--- src/rtl/uart_pkg.sv ---
// rtl/uart_pkg.sv - shared types and constants for the UART TX scheduler
package uart_pkg;

    // Scheduler FSM states
    typedef enum logic [2:0] {
        S_IDLE = 3'd0,
        S_ARB  = 3'd1,
        S_LOAD = 3'd2,
        S_WAIT = 3'd3,
        S_NEXT = 3'd4
    } state_t;

    // Line timing of the attached 8N1 transmitter
    localparam int CLK_PER_BIT    = 5000;
    localparam int BITS_PER_FRAME = 10;
    // Slack on top of one full frame before the watchdog fires
    localparam int TMO_MARGIN     = 10000;

    // Increment a round-robin index, wrapping at n
    function automatic int unsigned wrap_inc(input int unsigned v, input int unsigned n);
        return (v + 1 >= n) ? 0 : v + 1;
    endfunction

endpackage

--- src/rtl/uart_tx_scheduler_if.sv ---
// rtl/uart_tx_scheduler_if.sv - requester and UART TX handshake bundle
interface uart_tx_scheduler_if #(
    parameter int N_REQ = 4,
    parameter int DW    = 8,
    parameter int LEN_W = 4
);
    // requester side
    logic [N_REQ-1:0]       req;
    logic [N_REQ*LEN_W-1:0] req_len;
    logic [N_REQ*DW-1:0]    req_data;
    logic [N_REQ-1:0]       req_ack;
    logic [N_REQ-1:0]       grant;
    // transmitter side
    logic [DW-1:0]          tx_data;
    logic                   tx_start;
    logic                   tx_busy;
    logic                   tx_done;
    // status
    logic                   busy;
    logic                   err;

    // scheduler view
    modport master (
        input  req, req_len, req_data, tx_busy, tx_done,
        output req_ack, grant, tx_data, tx_start, busy, err
    );

    // requesters plus UART engine view
    modport slave (
        output req, req_len, req_data, tx_busy, tx_done,
        input  req_ack, grant, tx_data, tx_start, busy, err
    );
endinterface

--- src/rtl/rr_pick.sv ---
// rtl/rr_pick.sv - rotate-priority pick of the first request at or after rr_ptr
module rr_pick #(
    parameter int N_REQ = 4,
    parameter int IW    = $clog2(N_REQ)
) (
    input  logic [N_REQ-1:0] req,
    input  logic [IW-1:0]    rr_ptr,
    output logic [N_REQ-1:0] win,
    output logic             valid
);

    // one spare bit so rr_ptr + k never overflows before the modulo fold
    logic [IW:0] pos;

    // Scan N_REQ slots starting at rr_ptr; the first set request wins
    always_comb begin
        win   = '0;
        valid = 1'b0;
        pos   = '0;
        for (int k = 0; k < N_REQ; k++) begin
            pos = {1'b0, rr_ptr} + (IW+1)'(k);
            if (pos >= (IW+1)'(N_REQ)) begin
                pos = pos - (IW+1)'(N_REQ);
            end
            if (!valid && req[pos[IW-1:0]]) begin
                win[pos[IW-1:0]] = 1'b1;
                valid            = 1'b1;
            end
        end
    end

endmodule

--- src/rtl/uart_tx_scheduler.sv ---
// rtl/uart_tx_scheduler.sv - round-robin burst scheduler in front of one UART transmitter
module uart_tx_scheduler
    import uart_pkg::*;
#(
    parameter int N_REQ = 4,
    parameter int DW    = 8,
    parameter int LEN_W = 4,
    parameter int TMO   = CLK_PER_BIT * BITS_PER_FRAME + TMO_MARGIN
) (
    input  logic               clk,
    input  logic               res,
    uart_tx_scheduler_if.master bus
);

    localparam int IW = $clog2(N_REQ);
    localparam int WW = $clog2(TMO);

    state_t             state_q, state_d;
    logic [N_REQ-1:0]   grant_q, grant_d;
    logic [N_REQ-1:0]   ack_q, ack_d;
    logic [IW-1:0]      win_q, win_d;
    logic [IW-1:0]      rr_q, rr_d;
    logic [LEN_W-1:0]   rem_q, rem_d;
    logic [WW-1:0]      wdog_q, wdog_d;
    logic [DW-1:0]      tx_data_q, tx_data_d;
    logic               tx_start_q, tx_start_d;
    logic               busy_q, busy_d;
    logic               err_q, err_d;

    logic [N_REQ-1:0]   pick_win;
    logic               pick_valid;
    logic [IW-1:0]      pick_idx;
    logic [LEN_W-1:0]   pick_len;
    logic               win_req;
    logic [DW-1:0]      win_data;
    logic [IW-1:0]      next_ptr;

    rr_pick #(
        .N_REQ (N_REQ),
        .IW    (IW)
    ) u_rr_pick (
        .req    (bus.req),
        .rr_ptr (rr_q),
        .win    (pick_win),
        .valid  (pick_valid)
    );

    // Decode the arbitration winner and the current owner's request lines
    always_comb begin
        pick_idx = '0;
        pick_len = '0;
        win_req  = 1'b0;
        win_data = '0;
        for (int i = 0; i < N_REQ; i++) begin
            if (pick_win[i]) begin
                pick_idx = IW'(i);
                pick_len = bus.req_len[i*LEN_W +: LEN_W];
            end
            if (win_q == IW'(i)) begin
                win_req  = bus.req[i];
                win_data = bus.req_data[i*DW +: DW];
            end
        end
        next_ptr = IW'(wrap_inc(32'(win_q), N_REQ));
    end

    // Next-state and next-output logic of the burst sequencer
    always_comb begin
        state_d    = state_q;
        grant_d    = grant_q;
        win_d      = win_q;
        rr_d       = rr_q;
        rem_d      = rem_q;
        wdog_d     = wdog_q;
        tx_data_d  = tx_data_q;
        tx_start_d = 1'b0;
        ack_d      = '0;
        err_d      = 1'b0;
        case (state_q)
            S_IDLE: begin
                if (|bus.req) begin
                    state_d = S_ARB;
                end
            end
            S_ARB: begin
                // the request may have been withdrawn while we moved here
                if (pick_valid) begin
                    grant_d = pick_win;
                    win_d   = pick_idx;
                    rem_d   = (pick_len == '0) ? LEN_W'(1) : pick_len;
                    state_d = S_LOAD;
                end else begin
                    state_d = S_IDLE;
                end
            end
            S_LOAD: begin
                if (!bus.tx_busy) begin
                    tx_data_d  = win_data;
                    tx_start_d = 1'b1;
                    ack_d      = grant_q;
                    rem_d      = rem_q - LEN_W'(1);
                    wdog_d     = '0;
                    state_d    = S_WAIT;
                end
            end
            S_WAIT: begin
                // tx_done takes priority over a coincident watchdog expiry
                if (bus.tx_done) begin
                    state_d = S_NEXT;
                end else if (wdog_q == WW'(TMO - 1)) begin
                    err_d   = 1'b1;
                    grant_d = '0;
                    rr_d    = next_ptr;
                    state_d = S_IDLE;
                end else if (wdog_q != '1) begin
                    wdog_d = wdog_q + WW'(1);
                end
            end
            S_NEXT: begin
                if (rem_q != '0 && win_req) begin
                    state_d = S_LOAD;
                end else begin
                    grant_d = '0;
                    rr_d    = next_ptr;
                    state_d = S_IDLE;
                end
            end
            default: begin
                grant_d = '0;
                state_d = S_IDLE;
            end
        endcase
        busy_d = (state_d != S_IDLE);
    end

    // State, counters and registered outputs; reset aborts any burst at once
    always_ff @(posedge clk or posedge res) begin
        if (res) begin
            state_q    <= S_IDLE;
            grant_q    <= '0;
            ack_q      <= '0;
            win_q      <= '0;
            rr_q       <= '0;
            rem_q      <= '0;
            wdog_q     <= '0;
            tx_data_q  <= '0;
            tx_start_q <= 1'b0;
            busy_q     <= 1'b0;
            err_q      <= 1'b0;
        end else begin
            state_q    <= state_d;
            grant_q    <= grant_d;
            ack_q      <= ack_d;
            win_q      <= win_d;
            rr_q       <= rr_d;
            rem_q      <= rem_d;
            wdog_q     <= wdog_d;
            tx_data_q  <= tx_data_d;
            tx_start_q <= tx_start_d;
            busy_q     <= busy_d;
            err_q      <= err_d;
        end
    end

    assign bus.grant    = grant_q;
    assign bus.req_ack  = ack_q;
    assign bus.tx_data  = tx_data_q;
    assign bus.tx_start = tx_start_q;
    assign bus.busy     = busy_q;
    assign bus.err      = err_q;

endmodule

--- src/flat_wrapper.sv ---
// flat-port wrapper written by rule: the top's interface ports become plain ports
module uart_tx_scheduler_flat import uart_pkg::*;
#(
    parameter int N_REQ = 4,
    parameter int DW    = 8,
    parameter int LEN_W = 4,
    parameter int TMO   = CLK_PER_BIT * BITS_PER_FRAME + TMO_MARGIN
)
  (clk, res, bus_req, bus_req_len, bus_req_data, bus_tx_busy, bus_tx_done, bus_req_ack, bus_grant, bus_tx_data, bus_tx_start, bus_busy, bus_err);
  uart_tx_scheduler_if #(.N_REQ(N_REQ), .DW(DW), .LEN_W(LEN_W)) bus_i ();
  input  logic clk;
  input  logic res;
  input wire logic [$bits(bus_i.req)-1:0] bus_req;
  input wire logic [$bits(bus_i.req_len)-1:0] bus_req_len;
  input wire logic [$bits(bus_i.req_data)-1:0] bus_req_data;
  input wire logic [$bits(bus_i.tx_busy)-1:0] bus_tx_busy;
  input wire logic [$bits(bus_i.tx_done)-1:0] bus_tx_done;
  output wire logic [$bits(bus_i.req_ack)-1:0] bus_req_ack;
  output wire logic [$bits(bus_i.grant)-1:0] bus_grant;
  output wire logic [$bits(bus_i.tx_data)-1:0] bus_tx_data;
  output wire logic [$bits(bus_i.tx_start)-1:0] bus_tx_start;
  output wire logic [$bits(bus_i.busy)-1:0] bus_busy;
  output wire logic [$bits(bus_i.err)-1:0] bus_err;
  assign bus_i.req = bus_req;
  assign bus_i.req_len = bus_req_len;
  assign bus_i.req_data = bus_req_data;
  assign bus_i.tx_busy = bus_tx_busy;
  assign bus_i.tx_done = bus_tx_done;
  assign bus_req_ack = bus_i.req_ack;
  assign bus_grant = bus_i.grant;
  assign bus_tx_data = bus_i.tx_data;
  assign bus_tx_start = bus_i.tx_start;
  assign bus_busy = bus_i.busy;
  assign bus_err = bus_i.err;
  uart_tx_scheduler #(.N_REQ(N_REQ), .DW(DW), .LEN_W(LEN_W), .TMO(TMO)) u_core (.clk(clk), .res(res), .bus(bus_i));
endmodule
--- config.mk ---
export PLATFORM = sky130hd
export DESIGN_NAME = uart_tx_scheduler_flat
export DESIGN_NICKNAME = d
export VERILOG_FILES = /design/src/rtl/uart_pkg.sv /design/src/rtl/uart_tx_scheduler_if.sv /design/src/rtl/rr_pick.sv /design/src/rtl/uart_tx_scheduler.sv /design/src/flat_wrapper.sv
export SDC_FILE = /design/constraint.sdc
export NUM_CORES = 1
export LEC_CHECK = 0
export ABC_CLOCK_PERIOD_IN_PS = 7750
export CORE_MARGIN = 2
export CORE_UTILIZATION = 54
export DETAILED_ROUTE_END_ITERATION = 8
export PLACE_DENSITY = 0.85
export SYNTH_ARGS = -nofsm -noshare
export SYNTH_HDL_FRONTEND = slang
export SYNTH_SLANG_ARGS = --single-unit
--- constraint.sdc ---
create_clock -name clk -period 7.75 [get_ports clk]
set_input_delay 1.1625 -clock clk [delete_from_list [all_inputs] [get_ports clk]]
set_output_delay 1.1625 -clock clk [all_outputs]
set_load 0.02 [all_outputs]
==> reports/metrics.cfg, run 1 <==
[timing]
fin_worst_skew_ns=0.01069
fmax_mhz=290.7
period_share=0.4439
fin_crit_ns=3.440
rsz0062_at_grt=no
hold_viol=0
setup_viol=0
slew_headroom=0.3913
hold_slack_ns=0.4779
slew_violations=0
tns_ns=0
tightest_slew_ns=0.9118

[detailed_routing]
drtIter0Drc=149
vias_per_cell=5.694
antenna_left=0
route.detailed.drc=0
first_pass_iters=4
post_drt_wl_per_cell_um=15.04
wl_um=7264
num_vias=2750

[grt]
grt_pass1_vias=2702
grt-ovfl-total=0
antenna_found_initial=0
grt_pass1_wl_um=12180
grt_max_degree=47
track_usage=0.2421

[worst_setup_path]
crit_path_cell_trace=clkdlybuf4s50_1, and3b_1, o21ai_0, nand2_1, a221oi_4, mux2i_1, a21oi_1, a221oi_2
rrSetupSlack_ns=4.65
path_depth=8
slowest_delay_ns=0.61
critical_path.startpoint=bus_req[2]
ff2ff_path_depth=9
critPathMaxFanout=13
crit_family=compound AO/OA/AOI/OAI gates
cp_slowest_cell=clkdlybuf4s50_1
critPathLaunchType=input port
worstSetupEndpointType=register
arrival_ns=3.66
critPathBufInv=1
crit_type=input port to register
r2r-start=u_core.rr_q[0]
required_ns=7.97
crit_end=u_core.rem_q[1]
reg2reg_to=u_core.rem_q[1]

[synth]
yosysSeqAreaShare=0.3702
ys_types=57
synth-edff-count=0
ys_ff_latch=46
avgSynthCellArea_um2=9.038
yosys_most_used_dff=dfrtp_1
async_reset_ff_frac=1.000
yosysWarnings=0
syn_inst=344
synth_nets=414
syn-cell-area_mm2=0.003109

[cts]
clock_latency_ns=0.30
post-cts-setup-buffers=0
cts_resized=0
hold_buffers=0
cts_tree=done
clock-root-buffer=clkbuf_8
cts.sinks=46
ctsLongestPathBuffers=2
numCtsBuffers=5
cts_max_level=2
clkTransAtPathRegs_ns=0.09

[die]
core_mm2=0.005540
io_pins=75
die_x_um=79.88
die_h_um=79.88
die_area_mm2=0.006381
placementRows=27
start_util=0.5612

[power]
p_per_area_mw_per_mm2=341.2
leakagePower_nw=1.648
p_int_w=0.0007794
switching_power_w=0.0005792
power_frac_clock=0.159
power_frac_comb=0.565
ir_drop_mv=0.1931
p_sw_frac=0.4263
pwr-share-seq=0.276

[status]
outcome=completed

[finish]
layout_common_cells=clkdlybuf4s50_1, dfrtp_1, nor2_1, nand2_1, a21oi_1
fillers=458
fin_area_mm2=0.003981
area_delta_synth_final_pct=28.05
final_common_cell=clkdlybuf4s50_1
antenna_cells=0
fin_util=0.7186
nets=480
instances_no_fill=483
drive_above_1_share=0.08029

[placed_design]
place_hpwl_um=5533
dp_cells=475
place_congestion=0.9678
port_buffers=74
place_area_mm2=0.003839

[hold_path]
hold_class=register to register

[run]
maxCapViolCount=0

## cells in the mapped netlist, types with 8 or more instances
| master | n | share of area |
|---|---|---|
| clkbuf_1 | 9 | 0.011 |
| nor3_1 | 9 | 0.014 |
| nand2_1 | 28 | 0.034 |
| ha_1 | 14 | 0.056 |
| a22oi_1 | 8 | 0.019 |
| nor2_1 | 39 | 0.047 |
| inv_1 | 23 | 0.028 |
| xnor2_1 | 13 | 0.037 |
| dfrtp_1 | 46 | 0.37 |
| a21oi_1 | 25 | 0.040 |
| o21ai_0 | 17 | 0.027 |
## worst min-delay path by stage
stage | depth (start not counted) | to | start
2_1_floorplan | 2 | u_core.wdog_q[1] | u_core.wdog_q[1]
3_3_place_gp | 2 | u_core.bus.tx_data[1] | u_core.bus.tx_data[1]
3_5_place_dp | 2 | u_core.bus.tx_data[5] | u_core.bus.tx_data[5]
4_1_cts | 2 | u_core.bus.tx_data[5] | u_core.bus.tx_data[5]
5_1_grt | 2 | u_core.bus.tx_data[5] | u_core.bus.tx_data[5]
6_report | 2 | u_core.bus.tx_data[5] | u_core.bus.tx_data[5]
## per-stage QoR
stage | power [W] | setup WS, ns
6_report | 0.001359 | 4.310
5_1_grt | 0.001463 | 4.176
4_1_cts | 0.001362 | 4.342
3_5_place_dp | 0.001141 | 4.042
3_3_place_gp | 0.001113 | 4.182
2_1_floorplan | 0.0009595 | 4.949
## worst min-delay path: cells and delay by family (launching register included)
kind	cells	cell delay, ns
and+or+nand+nor	1	0.04
DFF	1	0.34
AOI/OAI and AO/OA	1	0.06
## power by group through the flow
stage / Sequential, W / Clock, W / Combinational [W]
floorplan: 0.000400 / 0 / 0.000559
global placement: 0.000373 / 0 / 0.000741
detailed placement: 0.000379 / 0 / 0.000762
CTS: 0.000374 / 0.000221 / 0.000767
global route: 0.000384 / 0.000232 / 0.000847
finish: 0.000375 / 0.000216 / 0.000768
## state kept, by name, indices dropped and copies added, names as in the netlist
signal,cells
u_core.bus.err,1
u_core.bus.grant,4
u_core.rem_q,4
u_core.bus.busy,1
u_core.rr_q,2
u_core.state_q,3
u_core.bus.tx_data,8
u_core.bus.req_ack,4
u_core.win_q,2
u_core.wdog_q,16
u_core.bus.tx_start,1
## cell type report
class / count / area (µm²) / share of cell area
clock buffers: 6 / 82.58 / 0.02074
inverters: 24 / 90.09 / 0.02263
flip-flops and latches: 46 / 1151 / 0.2891
clock inverters: 2 / 60.06 / 0.01508
multi-input cells: 259 / 1767 / 0.4437
well taps: 72 / 90.09 / 0.02263
repair buffers: 74 / 740.7 / 0.1860
## per-layer routing
metal,up-vias,routed length (µm),GRT usage
li1,1349,-,-
met1,1304,3229,0.3061
met2,89,3622,0.4158
met3,8,326,0.05090
met4,0,86,0.07119
met5,-,0,0
## kinds of logic (layout without fill, tap and decap cells)
family,count (synthesis),after routing,share of synthesized area
flip-flops,46,46,0.3702
buffers and inverters,39,106,0.06157
AND/OR/NAND/NOR,132,132,0.2185
adder cells (fa/ha/maj),14,14,0.05634
XOR/XNOR,13,13,0.03662
AO/OA/AOI/OAI,92,92,0.2181
multiplexers,8,8,0.03863
No activity file was read; power rests on OpenSTA's default activity.
==> run 2, diff against run 1 <==
--- a/config.mk
+++ b/config.mk
@@ -5,11 +5,11 @@
 export SDC_FILE = /design/constraint.sdc
 export NUM_CORES = 1
 export LEC_CHECK = 0
-export ABC_CLOCK_PERIOD_IN_PS = 7750
+export ABC_CLOCK_PERIOD_IN_PS = 2800
 export CORE_MARGIN = 2
-export CORE_UTILIZATION = 54
+export CORE_UTILIZATION = 45
 export DETAILED_ROUTE_END_ITERATION = 8
-export PLACE_DENSITY = 0.85
+export PLACE_DENSITY = 0.75
 export SYNTH_ARGS = -nofsm -noshare
 export SYNTH_HDL_FRONTEND = slang
 export SYNTH_SLANG_ARGS = --single-unit
==> constraint.sdc (replaced) <==
create_clock -name clk -period 2.8 [get_ports clk]
set_input_delay 0.42 -clock clk [delete_from_list [all_inputs] [get_ports clk]]
set_output_delay 0.42 -clock clk [all_outputs]
set_load 0.02 [all_outputs]
==> run 2 against run 1 <==
Compared with the run above: die area increased by 19%; global-route usage fell by 4.9 points; sequential cell count did not move; total power grew to 2.7 times the previous value; sequential power increased to 2.6 times the previous value; core utilization fell by 12 points; first-iteration DRC count fell by 8.7%; final cell count grew 5.0%; via count down 0.47%; register-to-register slack got worse by 4.4 ns; critical endpoint is now u_core.rr_q[0].
==> reports/metrics.cfg, run 2 (synthesis gave the netlist of run 1 again) <==
[status]
outcome=completed

[finish]
layout_common_cells=clkdlybuf4s50_1, dfrtp_1, nor2_1, nand2_1, a21oi_1
largest_reg_flops=16  ; unchanged
nets=497  ; +3.5%
ff_latch_area_mm2=0.001151  ; unchanged
multi_input_area_mm2=0.001767  ; unchanged
area_delta_synth_final_pct=30.82
final_common_cell=clkdlybuf4s50_1
antenna_cells=0  ; unchanged
fin_area_mm2=0.004068  ; +2.2%
fillers=591  ; +29%
drive_above_1_share=0.1148  ; +0.03446
instances_no_fill=507  ; +5.0%
regMostFlops=u_core.wdog_q

[detailed_routing]
first_pass_iters=5  ; +1
num_vias=2737  ; -0.47%
vias_per_cell=5.398  ; -5.2%
drtIter0Drc=136  ; -8.7%
antenna_left=0  ; unchanged
post_drt_wl_per_cell_um=13.99  ; -7.0%
route.detailed.drc=0  ; unchanged
wl_um=7091  ; -2.4%

[worst_setup_path]
required_ns=2.98  ; -4.99 ns
crit_path_cell_trace=inv_1, ha_1, a221oi_1, o31ai_1, o311ai_0, and2_1, o21ai_0, mux2_2
arrival_ns=2.73  ; -0.93 ns
slowest_delay_ns=0.41  ; -0.20 ns
crit_type=register to register
critPathMaxFanout=11  ; -2
cp_slowest_cell=dfrtp_1
critPathLaunchType=register
worstSetupEndpointType=register

[grt]
track_usage=0.1935  ; -0.04852
grt_pass1_vias=2735  ; +1.2%
grt_max_degree=24  ; -49%
grt_pass1_wl_um=12000  ; -1.5%
antenna_found_initial=0  ; unchanged
grt-ovfl-total=0  ; unchanged

[timing]
fmax_mhz=391.7
period_share=0.9118
slew_headroom=0.6085  ; +0.2172
setup_viol=0  ; unchanged
fin_worst_skew_ns=0.006895  ; -0.003796 ns
slew_violations=0  ; unchanged
hold_slack_ns=0.4519  ; -0.02593 ns
hold_viol=0  ; unchanged
rsz0062_at_grt=no
fin_crit_ns=2.553
fin_ws_ns=0.2471  ; -4.063 ns
tightest_slew_ns=0.5866  ; -0.3251 ns

[die]
die_area_mm2=0.007590  ; +19%
die_x_um=87.12  ; +9.1%
die_h_um=87.12  ; +9.1%
core_mm2=0.006756  ; +22%
placementRows=30  ; +11%
io_pins=75  ; unchanged
start_util=0.4602  ; -0.1010

[cts]
cts.sinks=46  ; unchanged
clock-root-buffer=clkbuf_8
cts_resized=0  ; unchanged
ctsLongestPathBuffers=2  ; unchanged
clkTransAtPathRegs_ns=0.08  ; about the same
clock_latency_ns=0.29  ; about the same
numCtsBuffers=5  ; unchanged
cts_max_level=2  ; unchanged
hold_buffers=0  ; unchanged
post-cts-setup-buffers=0  ; unchanged
cts_tree=done

[run]
maxCapViolCount=0  ; unchanged

[power]
p_per_area_mw_per_mm2=907.4  ; +170%
finalPower_w=0.003691  ; +170%
leakagePower_nw=1.705  ; +3.5%
ir_drop_mv=0.4198  ; +120%

[placed_design]
place_area_mm2=0.003969  ; +3.4%
dp_cells=499  ; +5.1%
place_hpwl_um=5614  ; +1.5%
place_congestion=0.9418  ; -2.7%
port_buffers=74  ; unchanged
place_worst_setup_slack_ns=-0.08051  ; -4.123 ns

[hold_path]
hold_class=input port to async pin

[run 2: where the power goes]
group	switching (W)	total (W)	internal, W
sequential	0.000137	0.000991	0.000855
combinational	0.00127	0.00233	0.00106
clock	0.000207	0.000374	0.000168
total	0.00161	0.00369	0.00208
[run 2: final timing paths]
| check | slack [ns] | cells past startpoint | startpoint | end |
|---|---|---|---|---|
| setup reg to reg | 0.25 | 8 | u_core.win_q[1] | u_core.rr_q[0] |
| max in group asynchronous | 1.80 | 3 | res | u_core.wdog_q[15] |
| min in group clk | 0.49 | 2 | u_core.bus.tx_data[7] | u_core.bus.tx_data[7] |
| setup / recovery | 0.25 | 8 | u_core.win_q[1] | u_core.rr_q[0] |
| hold / removal | 0.45 | 2 | res | u_core.wdog_q[9] |
| hold reg to reg | 0.49 | 2 | u_core.bus.tx_data[7] | u_core.bus.tx_data[7] |
[run 2: layer usage]
| layer | global-route usage | up-vias | routed length (µm) |
|---|---|---|---|
| met5 | 0 | - | 0 |
| met4 | 0.05455 | 0 | 142 |
| met3 | 0.03223 | 14 | 327 |
| met2 | 0.3262 | 76 | 3433 |
| met1 | 0.2574 | 1264 | 3188 |
| li1 | - | 1383 | - |
[run 2: final cells by class]
| cell class | instances | area share |
|---|---|---|
| Multi-Input combinational cell | 259 | 0.4343 |
| Sequential cell | 46 | 0.2830 |
| Timing Repair Buffer | 91 | 0.2165 |
| Tap cell | 80 | 0.02461 |
| Inverter | 24 | 0.02215 |
| Clock buffer | 5 | 0.01692 |
| Clock inverter | 2 | 0.002461 |
[run 2: stage by stage]
| stage | util | setup TNS [ns] |
|---|---|---|
| 2_1_floorplan | - | 0 |
| 3_3_place_gp | 0.5874 | 0 |
| 3_5_place_dp | 0.5874 | -0.1197 |
| 4_1_cts | 0.5991 | 0 |
| 5_1_grt | 0.6020 | 0 |
| 6_report | 0.6020 | 0 |
[run 2: worst max-delay path: cells and delay by family (launching register included)]
| family | cells | cell delay [ns] |
|---|---|---|
| flip-flops | 1 | 0.41 |
| multiplexers | 1 | 0.39 |
| buffers and inverters | 1 | 0.11 |
| AO/OA/AOI/OAI | 4 | 0.92 |
| AND/OR/NAND/NOR | 1 | 0.20 |
| adder cells (fa/ha/maj) | 1 | 0.41 |
==> RTL change 1: new RTL, settings of run 2 <==
`tx_data_q` no longer has a reset.
--- a/src/rtl/uart_tx_scheduler.sv
+++ b/src/rtl/uart_tx_scheduler.sv
@@ -143,7 +143,6 @@
             rr_q       <= '0;
             rem_q      <= '0;
             wdog_q     <= '0;
-            tx_data_q  <= '0;
             tx_start_q <= 1'b0;
             busy_q     <= 1'b0;
             err_q      <= 1'b0;
@@ -155,11 +154,14 @@
             rr_q       <= rr_d;
             rem_q      <= rem_d;
             wdog_q     <= wdog_d;
-            tx_data_q  <= tx_data_d;
             tx_start_q <= tx_start_d;
             busy_q     <= busy_d;
             err_q      <= err_d;
         end
+    end
+
+    always_ff @(posedge clk) begin
+        tx_data_q <= tx_data_d;
     end
 
     assign bus.grant    = grant_q;
Function: changed (Yosys sat finds a counterexample within 4 cycles, from zero or initial values; the reset may be asserted at any time).
==> RTL change 1 against run 2 <==
Clock skew rose by 6.3 ps. Hold slack improved by 76 ps. Wire length grew 0.89%. Die area is 4.5% lower. First-iteration DRC count fell by 32%. Critical path depth grew 1. Worst setup slack worse by 81 ps. Area after synthesis fell by 4.7%. Total power down 4.5%. Sequential cell count is the same. Design area shrank 0.77%.
==> RTL change 1: results (changes against run 2) <==
| Metric | Value |
|---|---|
| Clock transition at path regs | 100 ps (+20 ps) |
| Multiplexer share of the synthesized area | 4.82% (+0.95 points) |
| Skew final | 13.2 ps (+6.35 ps) |
| Internal power | 2.05 mW (-1.3%) |
| Largest register FFs | 16 (unchanged) |
| WP data arrival | 2850 ps (+120 ps) |
| Pin count of the biggest net entering global routing | 39 (+63%) |
| Sequential fraction of the synthesis area | 40.2% (+3.2 points) |
| Gp weighted congestion | 0.853 (-9.4%) |
| Commonest cells in the synthesized netlist | dfrtp_1 (38), o21ai_0 (31), a21oi_1 (30), nor2_1 (30), inv_1 (22) |
| DP Worst Slack | -97.1 ps (-16.6 ps) |
| Largest cells by area after synthesis | dfrtp_1 (32%), edfxtp_1 (8.1%), ha_1 (5.9%), o21ai_0 (5.2%), a21oi_1 (5.1%) |
| XOR/XNOR share of the synthesized area | 2.37% (-1.3 points) |
| DP Area | 0.00391 mm² (-1.5%) |
| Status | complete, no violations |
| Post-Layout Cell Count | 498 (-1.8%) |
| First-pass GRT wire length | 11500 µm (-4.4%) |
| Pleak | 1.71 nW (about the same) |
| Layout cells sized above 1 | 11.6% (+0.16 points) |
| DR pass1 iterations | 4 (-1) |
| Post CTS Setup Buffer Count | 0 (unchanged) |
| Area share of fa/ha/maj cells after synthesis | 5.91% (+0.28 points) |
| Global-route usage over all layers | 19.4% (+0.038 points) |
| Netlist cell types | 54 (-5.3%) |
| Relative slew margins | 57.9% (-3.0 points) |
| Peak VDD IR | 0.558 mV (+33%) |
| Post-detailed-placement half-perimeter wirelength | 5520 µm (-1.6%) |
| Nets@finish | 490 (-1.4%) |
| Vias | 2706 (-1.1%) |
| Routed wire length | 7150 µm (+0.89%) |
-- RTL change 1: cell families after synthesis --
kind of cell	after synthesis
fa+ha+maj	14
simple gates	115
flops	46
xor+xnor	8
buf+inv	34
mux	10
compound gates	101
-- RTL change 1: through the flow --
step                setup TNS [ps]  hold slack [ps]  total power [mW]
detailed placement            -292              529              3.00
global placement             -71.1              513              2.95
finish                           0              528              3.52
floorplan                        0              497              2.35
global route                     0              576              3.78
CTS                              0              531              3.48
-- RTL change 1: power groups by stage --
stage,clock network [mW],logic [mW],registers (mW)
after floorplan,0,1.26,1.09
after global placement,0,1.94,1.01
after detailed placement,0,1.98,1.02
after CTS,0.476,1.99,1.01
after global routing,0.502,2.24,1.03
final,0.465,2.05,1.01
-- RTL change 1: worst max-delay path, stage by stage (launching register included) --
cell and delay, ps:
dfrtp_1 360, inv_1 90, ha_1 370, or3b_2 500, a21o_1 190, a21boi_1 210, o2111ai_2 220, o2111ai_1 270
a31oi_1 110, a311oi_1 240
-- RTL change 1: area by class of cell --
| type | count | area, µm² |
|---|---|---|
| clock buffer | 6 | 93.8 |
| clock inverter | 2 | 13.8 |
| fill | 531 | 2310 |
| inverter | 22 | 82.6 |
| multi-input combinational | 248 | 1650 |
| sequential | 46 | 1190 |
| tap | 77 | 96.3 |
| timing repair buffer | 97 | 913 |
-- RTL change 1: final timing paths --
| path | startpoint | end | slack, ps | cells past startpoint |
|---|---|---|---|---|
| setup / recovery | u_core.rr_q[0] | u_core.rem_q[1] | 170 | 9 |
| hold / removal | res | u_core.wdog_q[8] | 530 | 3 |
| setup reg to reg | u_core.rr_q[0] | u_core.rem_q[1] | 170 | 9 |
| hold reg to reg | u_core.bus.grant[1] | u_core.bus.grant[1] | 540 | 2 |
| max in group asynchronous | res | u_core.rr_q[1] | 1930 | 3 |
| min in group clk | u_core.bus.grant[1] | u_core.bus.grant[1] | 540 | 2 |
-- RTL change 1: per-layer routing --
metal / vias to the layer above / wire, µm / GRT usage [%]
li1: 1386 / - / -
met1: 1257 / 3230 / 25.7
met2: 57 / 3590 / 33.3
met3: 6 / 262 / 3.31
met4: 0 / 68 / 4.47
met5: - / 0 / 0
-- RTL change 1: what timing repair did --
item                       4_1_cts  5_1_grt
gates resized for setup          0        5
setup endpoints to repair        0        4
hold buffers                     0        0
==> RTL change 2: new RTL, flow settings as in run 2 <==
Without the edit above. `DW` is set to 8 in 3 places; all go to 6.
--- a/src/rtl/uart_tx_scheduler_if.sv
+++ b/src/rtl/uart_tx_scheduler_if.sv
@@ -1,7 +1,7 @@
 // rtl/uart_tx_scheduler_if.sv - requester and UART TX handshake bundle
 interface uart_tx_scheduler_if #(
     parameter int N_REQ = 4,
-    parameter int DW    = 8,
+    parameter int DW    = 6,
     parameter int LEN_W = 4
 );
     // requester side
--- a/src/rtl/uart_tx_scheduler.sv
+++ b/src/rtl/uart_tx_scheduler.sv
@@ -3,7 +3,7 @@
     import uart_pkg::*;
 #(
     parameter int N_REQ = 4,
-    parameter int DW    = 8,
+    parameter int DW    = 6,
     parameter int LEN_W = 4,
     parameter int TMO   = CLK_PER_BIT * BITS_PER_FRAME + TMO_MARGIN
 ) (
--- a/src/flat_wrapper.sv
+++ b/src/flat_wrapper.sv
@@ -2,7 +2,7 @@
 module uart_tx_scheduler_flat import uart_pkg::*;
 #(
     parameter int N_REQ = 4,
-    parameter int DW    = 8,
+    parameter int DW    = 6,
     parameter int LEN_W = 4,
     parameter int TMO   = CLK_PER_BIT * BITS_PER_FRAME + TMO_MARGIN
 )
Ports: changed (resized bus_req_data and bus_tx_data); port bits go from 75 to 65. The function was not compared with the original's and may differ.
==> RTL change 2 against run 2 <==
Worst setup slack got worse by 150 ps. Clock skew up 6.9 ps. Sequential share of layout area rose by 0.75 points. Hold slack improved by 78 ps. Die area fell by 8.2%. Total power down 4.0%. Count of clock-buffer cells in the layout unchanged. Sequential cell count shrank 2. Wire length fell by 2.3%. Combinational power is 9.9% lower. Final cell count shrank 8.5%. Area after synthesis decreased by 8.6%. Design area shrank 6.8%. Largest cell class unchanged. Highest routed layer unchanged.
==> RTL change 2: results (changes against run 2) <==
| Metric | Value |
|---|---|
| Status | complete, no violations |
| Skew final | 13.8 ps (+6.88 ps) |
| Peak VDD IR | 0.587 mV (+40%) |
| DR pass1 iterations | 4 (-1) |
| R2R Path Start | u_core.rr_q[0] |
| CP max stage delay | 460 ps (+50 ps) |
| Net Count, Synth | 371 (-10%) |
| Grt met3 use | 4.15% (+0.93 points) |
| Sequential share of power | 26.6% (-0.3 points) |
| Switching Power | 1.49 mW (-7.6%) |
| Post-detailed-placement half-perimeter wirelength | 5200 µm (-7.3%) |
| Commonest cells in the synthesized netlist | dfrtp_1 (44), nor2_1 (44), a21oi_1 (28) |
| Gp weighted congestion | 0.877 (-6.9%) |
| Inst Count DP | 455 (-8.8%) |
| Clock transition at path regs | 100 ps (+20 ps) |
| Sequential fraction of the synthesis area | 38.7% (+1.7 points) |
| 1st-iter DRT viols | 138 (+1.5%) |
| Met1 usage | 27.7% (+2.0 points) |
| Setup crit start | u_core.rr_q[0] |
| Routed wire length | 6930 µm (-2.3%) |
| WP data arrival | 2920 ps (+190 ps) |
| Met1 wire length | 3340 µm (+4.9%) |
| CP max-delay cell | a2111o_1 |
| Global-route usage over all layers | 19.9% (+0.54 points) |
| Met3 Routed Length | 374 µm (+14%) |
| Grt met2 use | 32.2% (-0.43 points) |
| Worst hold path type | flop to flop |
| Layout cells sized above 1 | 11.3% (-0.16 points) |
| Largest cells by area after synthesis | dfrtp_1 (39%), ha_1 (6.2%), nor2_1 (5.8%), a21oi_1 (4.9%), xnor2_1 (3.1%) |
| Final hold slack | 530 ps (+77.8 ps) |
| First-pass GRT wire length | 11500 µm (-4.5%) |
| DP Worst Slack | -156 ps (-75.6 ps) |
| Relative slew margins | 61.8% (+0.91 points) |
| PwrDens | 935 mW/mm² (+3.1%) |
| Vias | 2593 (-5.3%) |
| Final Cycle Share | 96.5% (+5.3 points) |
| Worst Path Max Fanout | 5 (-6) |
| Nets@finish | 450 (-9.5%) |
| Clock network power | 0.504 mW (+35%) |
| Pleak | 1.57 nW (-8.2%) |
| Vias in the first global route | 2485 (-9.1%) |
RTL change 2: cell count changes after synthesis, moves of 4 or more:
cell / run 2 / this run
buf_6: 6 / 2
inv_1: 23 / 17
nand2_1: 28 / 16
nand4_1: 2 / 7
nor2_1: 39 / 44
o21ai_0: 17 / 6
RTL change 2: kinds of logic after synthesis:
group | Yosys count | share of synthesized area (%)
AOI/OAI and AO/OA | 73 | 18.6
xor gates and xnor gates | 11 | 3.39
adders and majority gates | 14 | 6.16
buffers and inverters | 29 | 4.62
DFF | 44 | 38.7
muxes | 5 | 3.26
and+or+nand+nor | 133 | 25.3
RTL change 2: worst max-delay path, delay by kind of cell (launching register included):
family	cells	cell delay [ps]
simple gates	3	630
buf+inv	1	90
compound gates	4	1270
fa+ha+maj	1	220
flops	1	400
RTL change 2: area by class of cell:
cell class,count,area (µm²)
multi-input cells,236,1630
fillers,500,2240
flip-flops and latches,44,1100
clock inverters,3,46.3
well taps,75,93.8
clock buffers,5,68.8
inverters,17,63.8
repair buffers,84,791
